## config.mk

```make
export PLATFORM = sky130hd
export DESIGN_NAME = ntt_pass_sequencer_flat
export DESIGN_NICKNAME = d
export VERILOG_FILES = /design/src/rtl/ntt_pkg.sv /design/src/rtl/ntt_pass_sequencer_if.sv /design/src/rtl/wb_delay_line.sv /design/src/rtl/ntt_pass_sequencer.sv /design/src/flat_wrapper.sv
export SDC_FILE = /design/constraint.sdc
export NUM_CORES = 1
export LEC_CHECK = 0
export BUFFER_PORTS_ARGS = -buffer_cell sky130_fd_sc_hd__buf_2
export CAP_MARGIN = 40
export CORE_MARGIN = 4
export CORE_UTILIZATION = 57
export CTS_CLUSTER_DIAMETER = 50
export DETAILED_ROUTE_END_ITERATION = 12
export PLACE_DENSITY = 0.9
export SKIP_LAST_GASP = 1
export SYNTH_ARGS = -nofsm -noshare
export SYNTH_HDL_FRONTEND = slang
export SYNTH_SLANG_ARGS = --single-unit
export TNS_END_PERCENT = 100
```

## constraint.sdc

```tcl
create_clock -name clk -period 4.5 [get_ports clk]
set_input_delay 1.35 -clock clk [delete_from_list [all_inputs] [get_ports clk]]
set_output_delay 1.35 -clock clk [all_outputs]
set_load 0.01 [all_outputs]
```

## src/rtl/ntt_pkg.sv

```systemverilog
// Shared types and sizing for the NTT pass sequencer slice.
package ntt_pkg;

  localparam int unsigned LUT_SIZE   = 1360;
  localparam int unsigned ROWS       = 16;
  localparam int unsigned MAX_PASSES = 15;
  localparam int unsigned BF_LATENCY = 6;

  localparam int unsigned AW     = $clog2(ROWS);
  localparam int unsigned WIDX_W = $clog2(LUT_SIZE);

  typedef enum logic [1:0] {IDLE, ISSUE, DRAIN} fsm_t;

  typedef struct packed {
    logic          valid;
    logic [AW-1:0] row;
  } wb_t;

  // A run fits when the pass count is bounded and every twiddle index it touches is in the ROM.
  function automatic logic cfg_in_range(logic [4:0] num_pass, logic [WIDX_W-1:0] w_base);
    return (32'(num_pass) <= MAX_PASSES) &&
           ((32'(w_base) + 32'(num_pass) * ROWS) <= LUT_SIZE);
  endfunction

endpackage

```

## src/rtl/ntt_pass_sequencer_if.sv

```systemverilog
// Host-facing control/status and butterfly_array control bundle of the pass sequencer.
interface ntt_pass_sequencer_if;
  import ntt_pkg::*;

  logic              start;
  logic [3:0]        cfg_num_stages;
  logic              cfg_mul;
  logic              cfg_swap;
  logic [WIDX_W-1:0] cfg_w_base;
  logic              busy;
  logic              done;
  logic              err;
  logic              rd_en;
  logic [AW-1:0]     rd_addr;
  logic [WIDX_W-1:0] w_idx;
  logic              mode;
  logic              swap;
  logic              wr_en;
  logic [AW-1:0]     wr_addr;

  // Host side: launches runs and observes the control stream.
  modport master (
    output start, cfg_num_stages, cfg_mul, cfg_swap, cfg_w_base,
    input  busy, done, err, rd_en, rd_addr, w_idx, mode, swap, wr_en, wr_addr
  );

  // Sequencer side.
  modport slave (
    input  start, cfg_num_stages, cfg_mul, cfg_swap, cfg_w_base,
    output busy, done, err, rd_en, rd_addr, w_idx, mode, swap, wr_en, wr_addr
  );

endinterface

```

## src/rtl/wb_delay_line.sv

```systemverilog
// Shift register carrying {valid, row} from read issue toward write-back.
module wb_delay_line
  import ntt_pkg::*;
#(
  parameter int unsigned DEPTH = BF_LATENCY
) (
  input  logic clk,
  input  logic rst_n,
  input  wb_t  din,
  output wb_t  dout,
  output logic empty
);

  wb_t [DEPTH-1:0] stage_q;

  // Shift one stage per cycle; reset discards everything in flight.
  always_ff @(posedge clk) begin
    if (!rst_n) begin
      stage_q <= '0;
    end else begin
      stage_q <= {stage_q[DEPTH-2:0], din};
    end
  end

  // Empty when no stage holds a pending write.
  always_comb begin
    empty = 1'b1;
    for (int unsigned i = 0; i < DEPTH; i++) begin
      if (stage_q[i].valid) empty = 1'b0;
    end
  end

  assign dout = stage_q[DEPTH-1];

endmodule

```

## src/rtl/ntt_pass_sequencer.sv

```systemverilog
// Issues row reads and butterfly controls for a sequence of NTT passes, replays the
// write-back addresses after the datapath latency and drains between passes.
module ntt_pass_sequencer
  import ntt_pkg::*;
(
  input logic                 clk,
  input logic                 rst_n,
  ntt_pass_sequencer_if.slave bus
);

  fsm_t              state_q;
  logic [3:0]        pass_q;
  logic [3:0]        npass_q;
  logic              mul_q;
  logic              cfg_swap_q;
  logic              busy_q;
  logic              done_q;
  logic              err_q;
  logic              rd_en_q;
  logic [AW-1:0]     rd_addr_q;
  logic [WIDX_W-1:0] w_idx_q;
  logic              mode_q;
  logic              swap_q;
  logic              wr_en_q;
  logic [AW-1:0]     wr_addr_q;

  logic [4:0]    num_pass;
  logic          cfg_ok;
  logic          go;
  logic          last_row;
  logic          more_passes;
  logic          next_is_final;
  logic          drain_exit;
  logic          rd_en_d;
  logic [AW-1:0] rd_addr_d;
  wb_t           dl_in;
  wb_t           dl_out;
  logic          dl_empty;

  // Decode launch, row/pass boundaries and the read that will issue at the next edge.
  always_comb begin
    num_pass      = {1'b0, bus.cfg_num_stages} + {4'b0, bus.cfg_mul};
    cfg_ok        = cfg_in_range(num_pass, bus.cfg_w_base);
    go            = (state_q == IDLE) && bus.start && cfg_ok && (num_pass != 5'd0);
    last_row      = (rd_addr_q == AW'(ROWS - 1));
    more_passes   = (4'(pass_q + 4'd1) != npass_q);
    next_is_final = (4'(pass_q + 4'd2) == npass_q);
    drain_exit    = (state_q == DRAIN) && dl_empty;
    rd_en_d       = go || ((state_q == ISSUE) && !last_row) || (drain_exit && more_passes);
    rd_addr_d     = ((state_q == ISSUE) && !last_row) ? rd_addr_q + 1'b1 : '0;
    dl_in         = '{valid: rd_en_d, row: rd_addr_d};
  end

  // Sequencer FSM with registered control outputs.
  always_ff @(posedge clk) begin
    if (!rst_n) begin
      state_q    <= IDLE;
      pass_q     <= '0;
      npass_q    <= '0;
      mul_q      <= 1'b0;
      cfg_swap_q <= 1'b0;
      busy_q     <= 1'b0;
      done_q     <= 1'b0;
      err_q      <= 1'b0;
      rd_en_q    <= 1'b0;
      rd_addr_q  <= '0;
      w_idx_q    <= '0;
      mode_q     <= 1'b0;
      swap_q     <= 1'b0;
    end else begin
      done_q  <= 1'b0;
      err_q   <= 1'b0;
      rd_en_q <= rd_en_d;
      case (state_q)
        IDLE: begin
          busy_q <= go;
          if (bus.start) begin
            if (!cfg_ok) begin
              err_q <= 1'b1;
            end else if (num_pass == 5'd0) begin
              done_q <= 1'b1;
            end else begin
              state_q    <= ISSUE;
              pass_q     <= '0;
              npass_q    <= num_pass[3:0];
              mul_q      <= bus.cfg_mul;
              cfg_swap_q <= bus.cfg_swap;
              rd_addr_q  <= '0;
              w_idx_q    <= bus.cfg_w_base;
              mode_q     <= bus.cfg_mul && (num_pass == 5'd1);
              swap_q     <= bus.cfg_mul && bus.cfg_swap && (num_pass == 5'd1);
            end
          end
        end
        ISSUE: begin
          if (last_row) begin
            state_q <= DRAIN;
          end else begin
            rd_addr_q <= rd_addr_d;
            w_idx_q   <= w_idx_q + 1'b1;
          end
        end
        DRAIN: begin
          // Passes occupy consecutive ROM rows, so w_idx simply keeps counting.
          if (drain_exit) begin
            if (more_passes) begin
              state_q   <= ISSUE;
              pass_q    <= pass_q + 1'b1;
              rd_addr_q <= '0;
              w_idx_q   <= w_idx_q + 1'b1;
              mode_q    <= mul_q && next_is_final;
              swap_q    <= mul_q && cfg_swap_q && next_is_final;
            end else begin
              done_q  <= 1'b1;
              state_q <= IDLE;
            end
          end
        end
        default: state_q <= IDLE;
      endcase
    end
  end

  // Fed with the next-cycle read so its stages line up with rd_en; the output register
  // below supplies the final cycle of latency.
  wb_delay_line #(
    .DEPTH(BF_LATENCY)
  ) u_wb_delay (
    .clk  (clk),
    .rst_n(rst_n),
    .din  (dl_in),
    .dout (dl_out),
    .empty(dl_empty)
  );

  // Registered write-back strobe and address.
  always_ff @(posedge clk) begin
    if (!rst_n) begin
      wr_en_q   <= 1'b0;
      wr_addr_q <= '0;
    end else begin
      wr_en_q   <= dl_out.valid;
      wr_addr_q <= dl_out.row;
    end
  end

  assign bus.busy    = busy_q;
  assign bus.done    = done_q;
  assign bus.err     = err_q;
  assign bus.rd_en   = rd_en_q;
  assign bus.rd_addr = rd_addr_q;
  assign bus.w_idx   = w_idx_q;
  assign bus.mode    = mode_q;
  assign bus.swap    = swap_q;
  assign bus.wr_en   = wr_en_q;
  assign bus.wr_addr = wr_addr_q;

endmodule

```

## src/flat_wrapper.sv

```systemverilog
// flat-port wrapper written by rule: the top's interface ports become plain ports
module ntt_pass_sequencer_flat import ntt_pkg::*;
  (clk, rst_n, bus_start, bus_cfg_num_stages, bus_cfg_mul, bus_cfg_swap, bus_cfg_w_base, bus_busy, bus_done, bus_err, bus_rd_en, bus_rd_addr, bus_w_idx, bus_mode, bus_swap, bus_wr_en, bus_wr_addr);
  ntt_pass_sequencer_if bus_i ();
  input logic clk;
  input logic rst_n;
  input wire logic [$bits(bus_i.start)-1:0] bus_start;
  input wire logic [$bits(bus_i.cfg_num_stages)-1:0] bus_cfg_num_stages;
  input wire logic [$bits(bus_i.cfg_mul)-1:0] bus_cfg_mul;
  input wire logic [$bits(bus_i.cfg_swap)-1:0] bus_cfg_swap;
  input wire logic [$bits(bus_i.cfg_w_base)-1:0] bus_cfg_w_base;
  output wire logic [$bits(bus_i.busy)-1:0] bus_busy;
  output wire logic [$bits(bus_i.done)-1:0] bus_done;
  output wire logic [$bits(bus_i.err)-1:0] bus_err;
  output wire logic [$bits(bus_i.rd_en)-1:0] bus_rd_en;
  output wire logic [$bits(bus_i.rd_addr)-1:0] bus_rd_addr;
  output wire logic [$bits(bus_i.w_idx)-1:0] bus_w_idx;
  output wire logic [$bits(bus_i.mode)-1:0] bus_mode;
  output wire logic [$bits(bus_i.swap)-1:0] bus_swap;
  output wire logic [$bits(bus_i.wr_en)-1:0] bus_wr_en;
  output wire logic [$bits(bus_i.wr_addr)-1:0] bus_wr_addr;
  assign bus_i.start = bus_start;
  assign bus_i.cfg_num_stages = bus_cfg_num_stages;
  assign bus_i.cfg_mul = bus_cfg_mul;
  assign bus_i.cfg_swap = bus_cfg_swap;
  assign bus_i.cfg_w_base = bus_cfg_w_base;
  assign bus_busy = bus_i.busy;
  assign bus_done = bus_i.done;
  assign bus_err = bus_i.err;
  assign bus_rd_en = bus_i.rd_en;
  assign bus_rd_addr = bus_i.rd_addr;
  assign bus_w_idx = bus_i.w_idx;
  assign bus_mode = bus_i.mode;
  assign bus_swap = bus_i.swap;
  assign bus_wr_en = bus_i.wr_en;
  assign bus_wr_addr = bus_i.wr_addr;
  ntt_pass_sequencer u_core (.clk(clk), .rst_n(rst_n), .bus(bus_i));
endmodule
```

* Yosys cells after proc, flatten, opt, wreduce, memory -nomap -nowiden *
Index checks and enable logic that the tools add are counted.

word-level totals
  bits in latches = 0
  word-level logic and storage cells = 124
  ROM bits = 0
  RAM bits = 0
  register bits after elaboration = 67
  output and inout bits = 26
  memories = 0

cells by class
  add/sub/neg operators = 6
  multiplexer cells = 50
  magnitude comparators = 2
  bitwise gates (word level) = 1
  $mul = 0
  reductions and logical operators = 26
  shifts and indexed selects = 0
  div/mod/pow operators = 0
  equality and inequality tests = 13

operators with widths
  kind                     number
  $mux W11                 6
  $mux W4                  9
  $pmux W11 S3             1
  $le A32 B11 Y1 const B   1
  $mux W1                  23
  $logic_and A1 B1 Y1      13
  $add A11 B9 Y12          1
  $pmux W4 S3              1
  $add A11 B1 Y11 const B  1
  $mux W2                  5
  $add A4 B1 Y4 const B    2
  $ne A2 B1 Y1 const B     4
  $pmux W4 S2              1
  $reduce_and A7 Y1        1
  $ne A2 B2 Y1 const B     3
  $pmux W1 S2              3
  $pmux W2 S3              1
  $reduce_and A6 Y1        1
  $add A4 B1 Y5            1
  $eq A5 B1 Y1 const B     1
  $le A5 B4 Y1 const B     1
  $logic_not A5 Y1         1
  $reduce_and A5 Y1        1
  $reduce_bool A5 Y1       1
  other kinds (14)         15

* Longest topological paths before layout *
Gate-level depths: netlist of the first run.

  depth in word-level cells = 9
  depth in mapped cells = 13
  mapped depth without buffers = 12

* Hierarchy *
From an unflattened synthesis of the first run, not the netlist that was laid out.

second synthesis, totals
  cell total of the unflattened synthesis = 380
  area, all modules = 3368.2 sq um

by module, submodules not included
  module              times used  area an instance (sq um)  cells each  seq. area each (sq um)
  ntt_pass_sequencer  1           2508.7                    310         760.7
  wb_delay_line       1           859.6                     70          600.6

* Worst setup path before layout of the first run *
Ideal clock, no wire load.

  path kind = in2reg
  from = input bus_cfg_mul
  to = register u_core.w_idx_q[2], in the netlist u_core.bus.w_idx[2]
  data arrival time = 3.847 ns
  cell stages on the path = 13
  setup slack = 0.538 ns
  library setup time = 0.116 ns
  buffers on the path = 1
  required time = 4.384 ns
  cell sequence = ha_1 > ha_1 > inv_1 > fa_1 > nand2b_1 > a21oi_2 > xnor2_1 > o31ai_2 > o21ai_1 > o221a_1 > buf_6 > nor3b_1 > a31o_1

on the way
  cells in the longest elaborated chain, start to end = 6
  elaborated cells on any way between the ends = 9
  those cells by class = add/sub: 2; order compare: 2; eq/ne: 2; reduce/logical: 3

RTL lines
  item                           RTL line                   source
  start: declaration             flat_wrapper.sv:9          input wire logic [$bits(bus_i.cfg_mul)-1:0] bus_cfg_mul;
  $add A4 B1 Y5 *                ntt_pass_sequencer.sv:42   num_pass = {1'b0, bus.cfg_num_stages} + {4'b0, bus.cfg_mul};
  net u_core.num_pass[1]         ntt_pass_sequencer.sv:27   logic [4:0] num_pass;
  $add A11 B9 Y12                ntt_pkg.sv:22              ((32'(w_base) + 32'(num_pass) * ROWS) <= LUT_SIZE);
  $le A32 B11 Y1                 ntt_pkg.sv:22
  $logic_and A1 B1 Y1            ntt_pkg.sv:21              return (32'(num_pass) <= MAX_PASSES) &&
  $ne A2 B1 Y1 (no line)         n/a
  $reduce_and A7 Y1 (no line) *  n/a
  end signal: assignment         ntt_pass_sequencer.sv:89   w_idx_q <= bus.cfg_w_base;
  end signal: assignment         ntt_pass_sequencer.sv:100  w_idx_q <= w_idx_q + 1'b1;
  end signal: assignment         ntt_pass_sequencer.sv:110  w_idx_q <= w_idx_q + 1'b1;
  end: declaration               ntt_pass_sequencer.sv:21   logic [WIDX_W-1:0] w_idx_q;

The timed path passes the listed nets; every way through them passes the cells marked *.
A chain may end at the register's enable or synchronous reset.

* Worst setup path after layout of the first run *
  from = input bus_cfg_mul
  to = register u_core.mode_q, in the netlist u_core.bus.mode

on the way
  cells in the longest elaborated chain, start to end = 7
  elaborated cells on any way between the ends = 15
  those cells by class = add/sub: 2; order compare: 2; eq/ne: 3; mux: 4; reduce/logical: 4

RTL lines
  item                                                    RTL line                   source
  $add A4 B1 Y5 *                                         ntt_pass_sequencer.sv:42
  net u_core.num_pass[1]                                  ntt_pass_sequencer.sv:27
  branches (longest 6 deep; another with $le A32 B11 Y1)  n/a
  end signal: assignment                                  ntt_pass_sequencer.sv:90   mode_q <= bus.cfg_mul && (num_pass == 5'd1);
  end signal: assignment                                  ntt_pass_sequencer.sv:111  mode_q <= mul_q && next_is_final;
  end: declaration                                        ntt_pass_sequencer.sv:22   logic mode_q;

Mark *: on every way through the listed nets, which the timed path passes. The select of a mux whose other input is x is not followed.

==> run_results.csv, run 1 <==
group,metric,value,unit
drt,post_drt_wl_per_cell,14.10,µm
sta,grt_setup_unrepaired,"false",
cts,clk_path_buf_depth,2,
drt,finalWirelength,6697,µm
cts,clock-root-buffer,"clkbuf_8",
cts,clk_pin_slew,70,ps
grt,grt_max_degree,67,
floorplanning,initial_core_util,0.6037,
floorplanning,num_rows,26,
sta,setup_violations,0,
grt,track_usage,0.2209,
pwr,clkPwrFrac,0.306,
sta,timing.slew.headroom,0.5474,
sta,hold_viol_final,0,
yosys,yosysWarnings,0,
worst_hold_path,hp-class,"reg2reg",
finish,drive_gt1_frac,0.2025,
pwr,switching_share,0.3311,
floorplanning,core,0.005238,mm²
drt,drt_pass1_iterations,5,
cts,htree_num_levels,3,
placement,dpl.cell_count,459,
sta,worst_slew_pin_slew,676.4,ps
placement,place_congestion,0.9167,
drt,dr_total_vias,2703,
sta,fin_ws,379.8,ps
cts,cts_tree,"built",
pwr,internal_power,1.020,mW
outcome,status,"finished clean",
drt,antenna_left,0,
grt,grt_pass1_vias,2552,
yosys,synth_edf_count,0,
yosys,synth.distinct_cells,51,
sta,finClkSkew,7.034,ps
yosys,ys_ff_latch,67,
yosys,synth_area_leaders,"dfxtp_1 (42%), and2_1 (6.3%), ha_1 (5.9%)",
placement,place_ws,54.69,ps
yosys,postSynthAreaPerCell,8.832,µm²
grt,antenna_found_initial,0,
pwr,leakage,1.561,nW
sta,tns,0,ps
pwr,seqPwrFrac,0.445,
cts,postCtsHoldBufs,0,
cts,clkLatencyLatePin,340,ps
drt,drcViolationCount,0,
pwr,peakVddDrop,0.0002993,V
finish,utilization,0.6911,
grt,grt_pass1_wl,11460,µm
yosys,syn_inst,358,
cts,postCtsSetupRepairBufs,0,
drt,viasPerCell,5.691,
placement,placed_cell_area,0.003432,mm²
critical_path,start_kind,"input port",
pwr,p_comb_frac,0.249,
critical_path,arrival,4380,ps
floorplanning,pin_count,46,
sta,fin_hold_ws,431.5,ps
finish,fin_nets,436,
finish,n_antenna_cell,0,
yosys,synth.most_common_cell,"dfxtp_1",
placement,portBuffers,45,
finish,fin_area,0.003620,mm²
critical_path,critPathKind,"in2reg",
job,maxCapViolations,0,
yosys,yosysSeqAreaShare,0.4242,
critical_path,crit_required,4760,ps
yosys,synth_common_cells,"dfxtp_1 (67), nand2_1 (45), and2_1 (32)",
cts,cts.sinks,67,
cts,ctsResizeCount,0,
finish,fill_cells,405,
pwr,totalPowerFinal,1.525,mW
yosys,synthFlopType,"dfxtp_1",
yosys,synth_area,0.003162,mm²
sta,drv_slew,0,
yosys,synth.top_cell.area_share,0.4242,
placement,place_hpwl,4768,µm
yosys,synth_fp_nets,394,
pwr,power.density,421.4,mW/mm²
critical_path,crit_path_end_kind,"register",
grt,overflow,0,
sta,period_share,0.9156,
yosys,yosysTopAreaCell,"dfxtp_1",
floorplanning,die_area,0.006803,mm²
critical_path,path_max_fanout,13,
sta,fmax,242.7,MHz
sta,min_period,4120,ps
pwr,power.switching,0.5050,mW
floorplanning,die_h,82.48,µm
drt,dr.first_iter.drc_count,273,
cts,numCtsBuffers,9,
finish,area_delta_synth_final,14.48,%
yosys,synthArstFlopShare,0,
finish,layout.cells.non_filler,475,
floorplanning,die_width,82.48,µm
-- path summary, 6_finish.rpt --
path | endpoint | startpoint | cells past startpoint | slack, ps
min reg2reg | u_core.u_wb_delay.dout[2]$_SDFF_PN0_ | u_core.u_wb_delay.stage_q[22]$_SDFF_PN0_ | 1 | 430
min | u_core.u_wb_delay.dout[2]$_SDFF_PN0_ | u_core.u_wb_delay.stage_q[22]$_SDFF_PN0_ | 1 | 430
max | u_core.bus.mode$_SDFFE_PN0P_ | bus_cfg_mul | 13 | 380
max reg2reg | u_core.bus.w_idx[2]$_SDFFE_PN0P_ | u_core.pass_q[0]$_SDFFE_PN0P_ | 9 | 2170
-- cell type report --
cell class / instances / area [µm²] / share of cell area
Clock inverter: 5 / 36.28 / 0.01002
Clock buffer: 11 / 151.4 / 0.04183
Sequential cell: 67 / 1341 / 0.3706
Inverter: 15 / 56.30 / 0.01555
Timing Repair Buffer: 47 / 252.7 / 0.06982
Tap cell: 70 / 87.58 / 0.02420
Multi-Input combinational cell: 260 / 1694 / 0.4680
-- worst max-delay path, cell delays in order --
cell	delay, ps
buf_2	110
ha_1	230
ha_1	380
inv_1	80
fa_1	410
nand2b_1	170
a21oi_2	200
a211oi_1	100
a31oi_1	270
a21oi_1	140
nor2_1	550
nor4_1	150
a211oi_1	220
-- registers in the layout, indices dropped and copies added, names as in the netlist, 2 cells and up --
name,cells
u_core.bus.rd_addr,4
u_core.bus.w_idx,11
u_core.bus.wr_addr,4
u_core.npass_q,4
u_core.pass_q,4
u_core.state_q,2
u_core.u_wb_delay.dout,5
u_core.u_wb_delay.stage_q,24
-- layer usage --
layer	vias to the layer above	wire, µm	GRT usage
li1	1344	-	-
met1	1234	2872	0.2687
met2	100	3176	0.3550
met3	25	409	0.04013
met4	0	238	0.1462
met5	-	0	0
-- power groups by stage --
stage	logic [mW]	clock network, mW	registers (mW)
3_5_place_dp	0.374	0	0.691
4_1_cts	0.376	0.474	0.678
5_1_grt	0.419	0.501	0.686
3_3_place_gp	0.362	0	0.689
2_1_floorplan	0.262	0	0.697
6_report	0.379	0.467	0.679
-- cell usage in the layout, fill, tap and decap left out, types with 3 or more instances in the layout --
cell type	synthesis	final
a211oi_1	3	3
a21oi_1	20	20
a31o_2	8	8
a31oi_1	3	3
a32o_1	4	4
and2_1	32	32
and3_1	3	3
buf_2	2	45
clkbuf_8	0	11
clkinvlp_4	0	3
dfxtp_1	67	67
ha_1	15	15
inv_1	15	15
mux2i_1	6	6
nand2_1	45	45
nand2b_1	6	6
nand3_1	9	9
nand4_1	4	4
nor2_1	20	20
nor4_1	4	4
o211ai_1	3	3
o21ai_0	11	11
o21ai_1	3	3
o21bai_1	3	3
o31ai_1	6	6
or2_2	4	4
or3_1	6	6
or4_1	3	3
xnor2_1	8	8
xor2_1	5	5
-- logic make-up after synthesis --
kind of cell | synth area share
AND/OR/NAND/NOR | 0.2370
AO/OA/AOI/OAI | 0.1781
flip-flops | 0.4242
buffers and inverters | 0.03996
adder cells (fa/ha/maj) | 0.06569
XOR/XNOR | 0.03601
multiplexers | 0.01900
Power figures use the tool's default switching activity.
==> inputs of run 2 (changes only) <==
CORE_UTILIZATION = 51   (was 57)
PLACE_DENSITY = 0.82   (was 0.9)
clock period = 3.6 ns   (was 4.5 ns; I/O delays follow)
==> run 2 against run 1 <==
Net effect: sequential share of layout area decreased by 2.8 points; clock power increased by 38%; die area increased by 11%; power increased by 35%; via count increased by 0.92%; critical path type unchanged; critical endpoint is now u_core.state_q[0]$_SDFFE_PN0P_.
==> run_results.csv, run 2 (synthesis gave the netlist of run 1 again) <==
group,metric,value,unit
finish,final_cell_mix,"dfxtp_1 (67), nand2_1 (45), buf_2 (45)",
worst_hold_path,min_from,"u_core.u_wb_delay.stage_q[0]$_SDFF_PN0_",
floorplanning,die_h,86.74,µm
grt,track_usage,0.1973,
grt,grt_pass1_wl,11650,µm
pwr,peakVddDrop,0.0003292,V
pwr,power.density,525.0,mW/mm²
grt,grt_max_degree,55,
cts,clk_path_buf_depth,2,
sta,setup_violations,0,
finish,layout.cells.non_filler,496,
sta,worst_slew_pin_slew,543.5,ps
drt,post_drt_wl_per_cell,14.08,µm
critical_path,critPathKind,"in2reg",
sta,timing.slew.headroom,0.6372,
drt,antenna_left,0,
critical_path,path_max_fanout,13,
sta,fin_ws,41.74,ps
pwr,power.switching,0.6651,mW
pwr,clkPwrFrac,0.314,
cts,clk_pin_slew,70,ps
finish,largest_reg_flops,24,
finish,fin_nets,452,
critical_path,startpoint,"bus_cfg_mul",
drt,drcViolationCount,0,
finish,utilization,0.6582,
pwr,internal_power,1.393,mW
drt,drt_pass1_iterations,4,
finish,regMostFlops,"u_core.u_wb_delay.stage_q",
outcome,status,"finished clean",
drt,finalWirelength,6984,µm
grt,antenna_found_initial,0,
critical_path,start_kind,"input port",
critical_path,arrival,3830,ps
pwr,leakage,1.678,nW
cts,clock-root-buffer,"clkbuf_8",
floorplanning,initial_core_util,0.5309,
placement,place_hpwl,4998,µm
pwr,p_comb_frac,0.273,
drt,viasPerCell,5.500,
sta,min_period,3558,ps
cts,numCtsBuffers,9,
placement,dpl.cell_count,479,
grt,grt_pass1_vias,2595,
sta,drv_slew,0,
critical_path,crit_required,3870,ps
sta,finClkSkew,13.57,ps
floorplanning,core,0.005956,mm²
floorplanning,pin_count,46,
sta,period_share,0.9884,
placement,place_ws,-329.8,ps
placement,portBuffers,45,
sta,fmax,281.0,MHz
finish,n_antenna_cell,0,
worst_hold_path,hp-class,"reg2reg",
grt,overflow,0,
critical_path,reg2reg_from,"u_core.pass_q[0]$_SDFFE_PN0P_",
finish,area_delta_synth_final,23.98,%
drt,dr.first_iter.drc_count,178,
placement,place_congestion,0.9027,
floorplanning,num_rows,28,
finish,final_common_cell,"dfxtp_1",
sta,grt_setup_unrepaired,"true",
cts,cts.sinks,67,
sta,hold_viol_final,0,
pwr,switching_share,0.3232,
cts,clkLatencyLatePin,350,ps
cts,cts_tree,"built",
floorplanning,die_area,0.007523,mm²
floorplanning,die_width,86.74,µm
cts,htree_num_levels,3,
finish,drive_gt1_frac,0.2755,
critical_path,crit_path_end_kind,"register",
job,maxCapViolations,0,
pwr,seqPwrFrac,0.413,
drt,dr_total_vias,2728,
## run 2: final timing paths
path                                        endpoint  cells past startpoint  slack, ps
max                   u_core.state_q[0]$_SDFFE_PN0P_                     13         40
min          u_core.u_wb_delay.stage_q[5]$_SDFF_PN0_                      1        430
max reg2reg       u_core.bus.rd_addr[2]$_SDFFE_PN0P_                      9       1280
min reg2reg  u_core.u_wb_delay.stage_q[5]$_SDFF_PN0_                      1        430
## run 2: what timing repair did
item | CTS | global route
hold buffers | 0 | 0
setup endpoints to repair | 0 | 18
gates resized for setup | 0 | 14
setup buffers | 0 | 1
## run 2: power by group through the flow
stage / clock network (mW) / logic (mW) / registers [mW]
finish: 0.646 / 0.562 / 0.849
global route: 0.701 / 0.624 / 0.859
CTS: 0.659 / 0.531 / 0.848
detailed placement: 0 / 0.528 / 0.864
global placement: 0 / 0.514 / 0.864
floorplan: 0 / 0.340 / 0.871
## run 2: final cells by class
class / count / area (µm²)
sequential: 67 / 1341
clock buffer: 10 / 137.6
inverter: 15 / 56.30
fill: 494 / 2036
clock inverter: 6 / 71.32
multi-input combinational: 260 / 1834
timing repair buffer: 63 / 385.4
tap: 75 / 93.84
## run 2: worst max-delay path, stage by stage
cell	delay, ps
buf_2	120
ha_4	180
ha_4	250
ha_1	280
a211oi_2	330
o21bai_1	160
a21oi_2	250
o21bai_2	130
a21oi_2	190
nor2_1	70
buf_4	170
or4_4	520
a21oi_2	110
## run 2: routing by layer
| metal | share of wire | up-vias | GRT usage | routed length [µm] |
|---|---|---|---|---|
| met1 | 0.45 | 1241 | 0.2544 | 3152 |
| met2 | 0.46 | 88 | 0.3122 | 3246 |
| met5 | 0 | - | 0 | 0 |
| met4 | 0.021 | 0 | 0.07507 | 148 |
| met3 | 0.062 | 18 | 0.05703 | 436 |
| li1 | - | 1381 | - | - |
## run 2: per-stage QoR
stage,area [µm²],power [mW],setup TNS (ps),hold WS [ps]
final,3920,2.058,0,428.5
after detailed placement,3626,1.392,-6462,418.3
after global routing,3920,2.183,-448.9,440.8
after floorplan,3224,1.211,0,411.9
after CTS,3835,2.038,0,434.7
after global placement,3626,1.378,-3028,413.9
==> inputs of run 3 (changes only) <==
CORE_UTILIZATION = 52   (was 51)
PLACE_DENSITY = 0.83   (was 0.82)
SYNTH_HIERARCHICAL = 1   (was default)
==> run 3 against run 2 <==
Net effect: first-iteration DRC count fell by 3.4%; via count increased by 11%; routed wire length grew 14%; synthesized area is 6.5% higher; die area up 4.1%; critical path depth down 1; sequential power is 12% higher; critical path type unchanged; sequential share of layout area is 1.1 points lower.
==> run_results.csv, run 3 <==
group,metric,value,unit
critical_path,worstReg2RegEnd,"u_core/bus.w_idx[3]$_SDFFE_PN0P_",
yosys,synth_common_cells,"dfxtp_1 (68), and2_1 (35), nand2_1 (28)",
finish,largest_reg_flops,25,
floorplanning,pin_count,46,
sta,drv_slew,0,
pwr,clkPwrFrac,0.261,
drt,drcViolationCount,0,
yosys,yosysTopAreaCell,"dfxtp_1",
finish,regMostFlops,"u_core/u_wb_delay/stage_q",
sta,fin_hold_ws,435.4,ps
drt,dr_total_vias,3034,
yosys,synth.most_common_cell,"dfxtp_1",
yosys,ys_ff_latch,68,
pwr,switching_share,0.3695,
pwr,p_comb_frac,0.382,
floorplanning,num_rows,29,
finish,drive_gt1_frac,0.2668,
sta,fmax,288.8,MHz
sta,min_period,3463,ps
sta,hold_viol_final,0,
pwr,totalPowerFinal,2.666,mW
yosys,synthArstFlopShare,0,
grt,grt_pass1_vias,2897,
grt,grt_pass1_wl,13320,µm
placement,portBuffers,45,
sta,fin_ws,136.8,ps
drt,drt_pass1_iterations,5,
placement,place_ws,-392.2,ps
pwr,power.density,648.3,mW/mm²
critical_path,arrival,3720,ps
floorplanning,initial_core_util,0.5335,
cts,clkLatencyLatePin,330,ps
finish,fill_cells,505,
pwr,peakVddDrop,0.0005298,V
critical_path,reg2reg_from,"u_core/u_wb_delay/stage_q[19]$_SDFF_PN0_",
floorplanning,die_width,88.48,µm
grt,grt_max_degree,32,
yosys,syn_inst,380,
worst_hold_path,holdPathEnd,"u_core/u_wb_delay/stage_q[11]$_SDFF_PN0_",
pwr,seqPwrFrac,0.357,
critical_path,start_kind,"input port",
yosys,synth.top_cell.area_share,0.4042,
placement,place_hpwl,5605,µm
cts,numCtsBuffers,9,
finish,fin_nets,477,
drt,post_drt_wl_per_cell,15.23,µm
sta,setup_violations,0,
sta,timing.slew.headroom,0.5163,
placement,place_congestion,1.062,
pwr,leakage,1.706,nW
finish,seq_area,0.001361,mm²
finish,n_antenna_cell,0,
outcome,status,"finished clean",
finish,final_common_cell,"dfxtp_1",
yosys,synth.distinct_cells,66,
cts,htree_num_levels,3,
worst_hold_path,min_from,"u_core/u_wb_delay/stage_q[6]$_SDFF_PN0_",
sta,tns,0,ps
critical_path,crit_required,3850,ps
finish,layout.cells.non_filler,523,
floorplanning,die_area,0.007829,mm²
cts,clk_path_buf_depth,2,
drt,dr.first_iter.drc_count,172,
drt,viasPerCell,5.801,
cts,clock-root-buffer,"clkbuf_8",
yosys,synth_edf_count,0,
yosys,postSynthAreaPerCell,8.864,µm²
yosys,synthFlopType,"dfxtp_1",
critical_path,rrSetupSlack,760,ps
critical_path,path_max_fanout,6,
sta,finClkSkew,12.55,ps
pwr,internal_power,1.681,mW
sta,grt_setup_unrepaired,"false",
cts,clk_pin_slew,70,ps
cts,cts_tree,"built",
grt,antenna_found_initial,0,
yosys,yosysSeqAreaShare,0.4042,
finish,area_delta_synth_final,22.10,%
drt,finalWirelength,7964,µm
finish,utilization,0.6514,
floorplanning,die_h,88.48,µm
grt,overflow,0,
worst_hold_path,hp-class,"reg2reg",
yosys,synth_area,0.003368,mm²
sta,worst_slew_pin_slew,724.8,ps
job,maxCapViolations,0,
yosys,synth_fp_nets,416,
finish,fin_area,0.004113,mm²
grt,track_usage,0.2152,
yosys,synth_area_leaders,"dfxtp_1 (40%), and2_1 (6.5%), ha_1 (5.6%)",
placement,placed_cell_area,0.003787,mm²
pwr,power.switching,0.9850,mW
yosys,yosysWarnings,6,
critical_path,crit_path_end_kind,"register",
finish,final_cell_mix,"dfxtp_1 (68), buf_2 (45), and2_1 (35)",
critical_path,r2r_cells,8,
cts,cts.sinks,68,
placement,dpl.cell_count,506,
sta,period_share,0.9620,
worst_hold_path,hold_depth,1,
finish,multiInputGateArea,0.001953,mm²
critical_path,critPathKind,"in2reg",
drt,antenna_left,0,
floorplanning,core,0.006314,mm²
## run 3: layer usage
metal / vias up / global-route usage / part of all wire
met5: - / 0 / 0
met4: 0 / 0.09615 / 0.020
met3: 14 / 0.03911 / 0.053
met2: 100 / 0.3562 / 0.48
met1: 1429 / 0.2736 / 0.45
li1: 1491 / - / -
## run 3: worst max path at each step
stage,from,endpoint
2_1_floorplan,bus_cfg_num_stages[0],u_core/pass_q[0]$_SDFFE_PN0P_
3_3_place_gp,bus_cfg_num_stages[0],u_core/bus.w_idx[8]$_SDFFE_PN0P_
3_5_place_dp,bus_cfg_num_stages[0],u_core/bus.w_idx[3]$_SDFFE_PN0P_
4_1_cts,bus_cfg_num_stages[0],u_core/bus.w_idx[3]$_SDFFE_PN0P_
5_1_grt,bus_cfg_mul,u_core/pass_q[0]$_SDFFE_PN0P_
6_report,bus_cfg_mul,u_core/bus.rd_addr[0]$_SDFFE_PN0P_
## run 3: final cells by class
cell class / instances / share of cell area
well taps: 77 / 0.02343
clock inverters: 6 / 0.02130
repair buffers: 71 / 0.1031
inverters: 14 / 0.01278
multi-input cells: 277 / 0.4749
flip-flops and latches: 68 / 0.3310
clock buffers: 10 / 0.03347
## run 3: cell families after synthesis
logic type	synth area share
and+or+nand+nor	0.2329
AOI/OAI and AO/OA	0.2091
muxes	0.005944
buffers and inverters	0.04903
xor gates and xnor gates	0.03714
adders and majority gates	0.06166
DFF	0.4042
## run 3: repair_timing
item | in CTS | in global routing
endpoints found under the setup margin | 13 | 33
hold buffers | 0 | 0
pin swaps | 1 | 4
hold endpoints to repair | 0 | 0
gates resized for setup | 2 | 13
buffers inserted | 1 | 0
## run 3: critical path, stage by stage
cell	delay, ps
buf_2	120
ha_4	150
ha_2	350
ha_1	250
a211oi_2	270
nor3b_2	100
o2111ai_1	360
o2111ai_2	280
o2111ai_4	350
buf_4	190
nand3_1	70
a21oi_1	140
## run 3: power groups by stage
| stage | combinational [mW] | sequential [mW] | clock, mW |
|---|---|---|---|
| after detailed placement | 0.953 | 0.964 | 0 |
| after floorplan | 0.648 | 0.977 | 0 |
| after CTS | 0.963 | 0.948 | 0.713 |
| final | 1.02 | 0.951 | 0.697 |
| after global placement | 0.922 | 0.958 | 0 |
| after global routing | 1.11 | 0.968 | 0.740 |
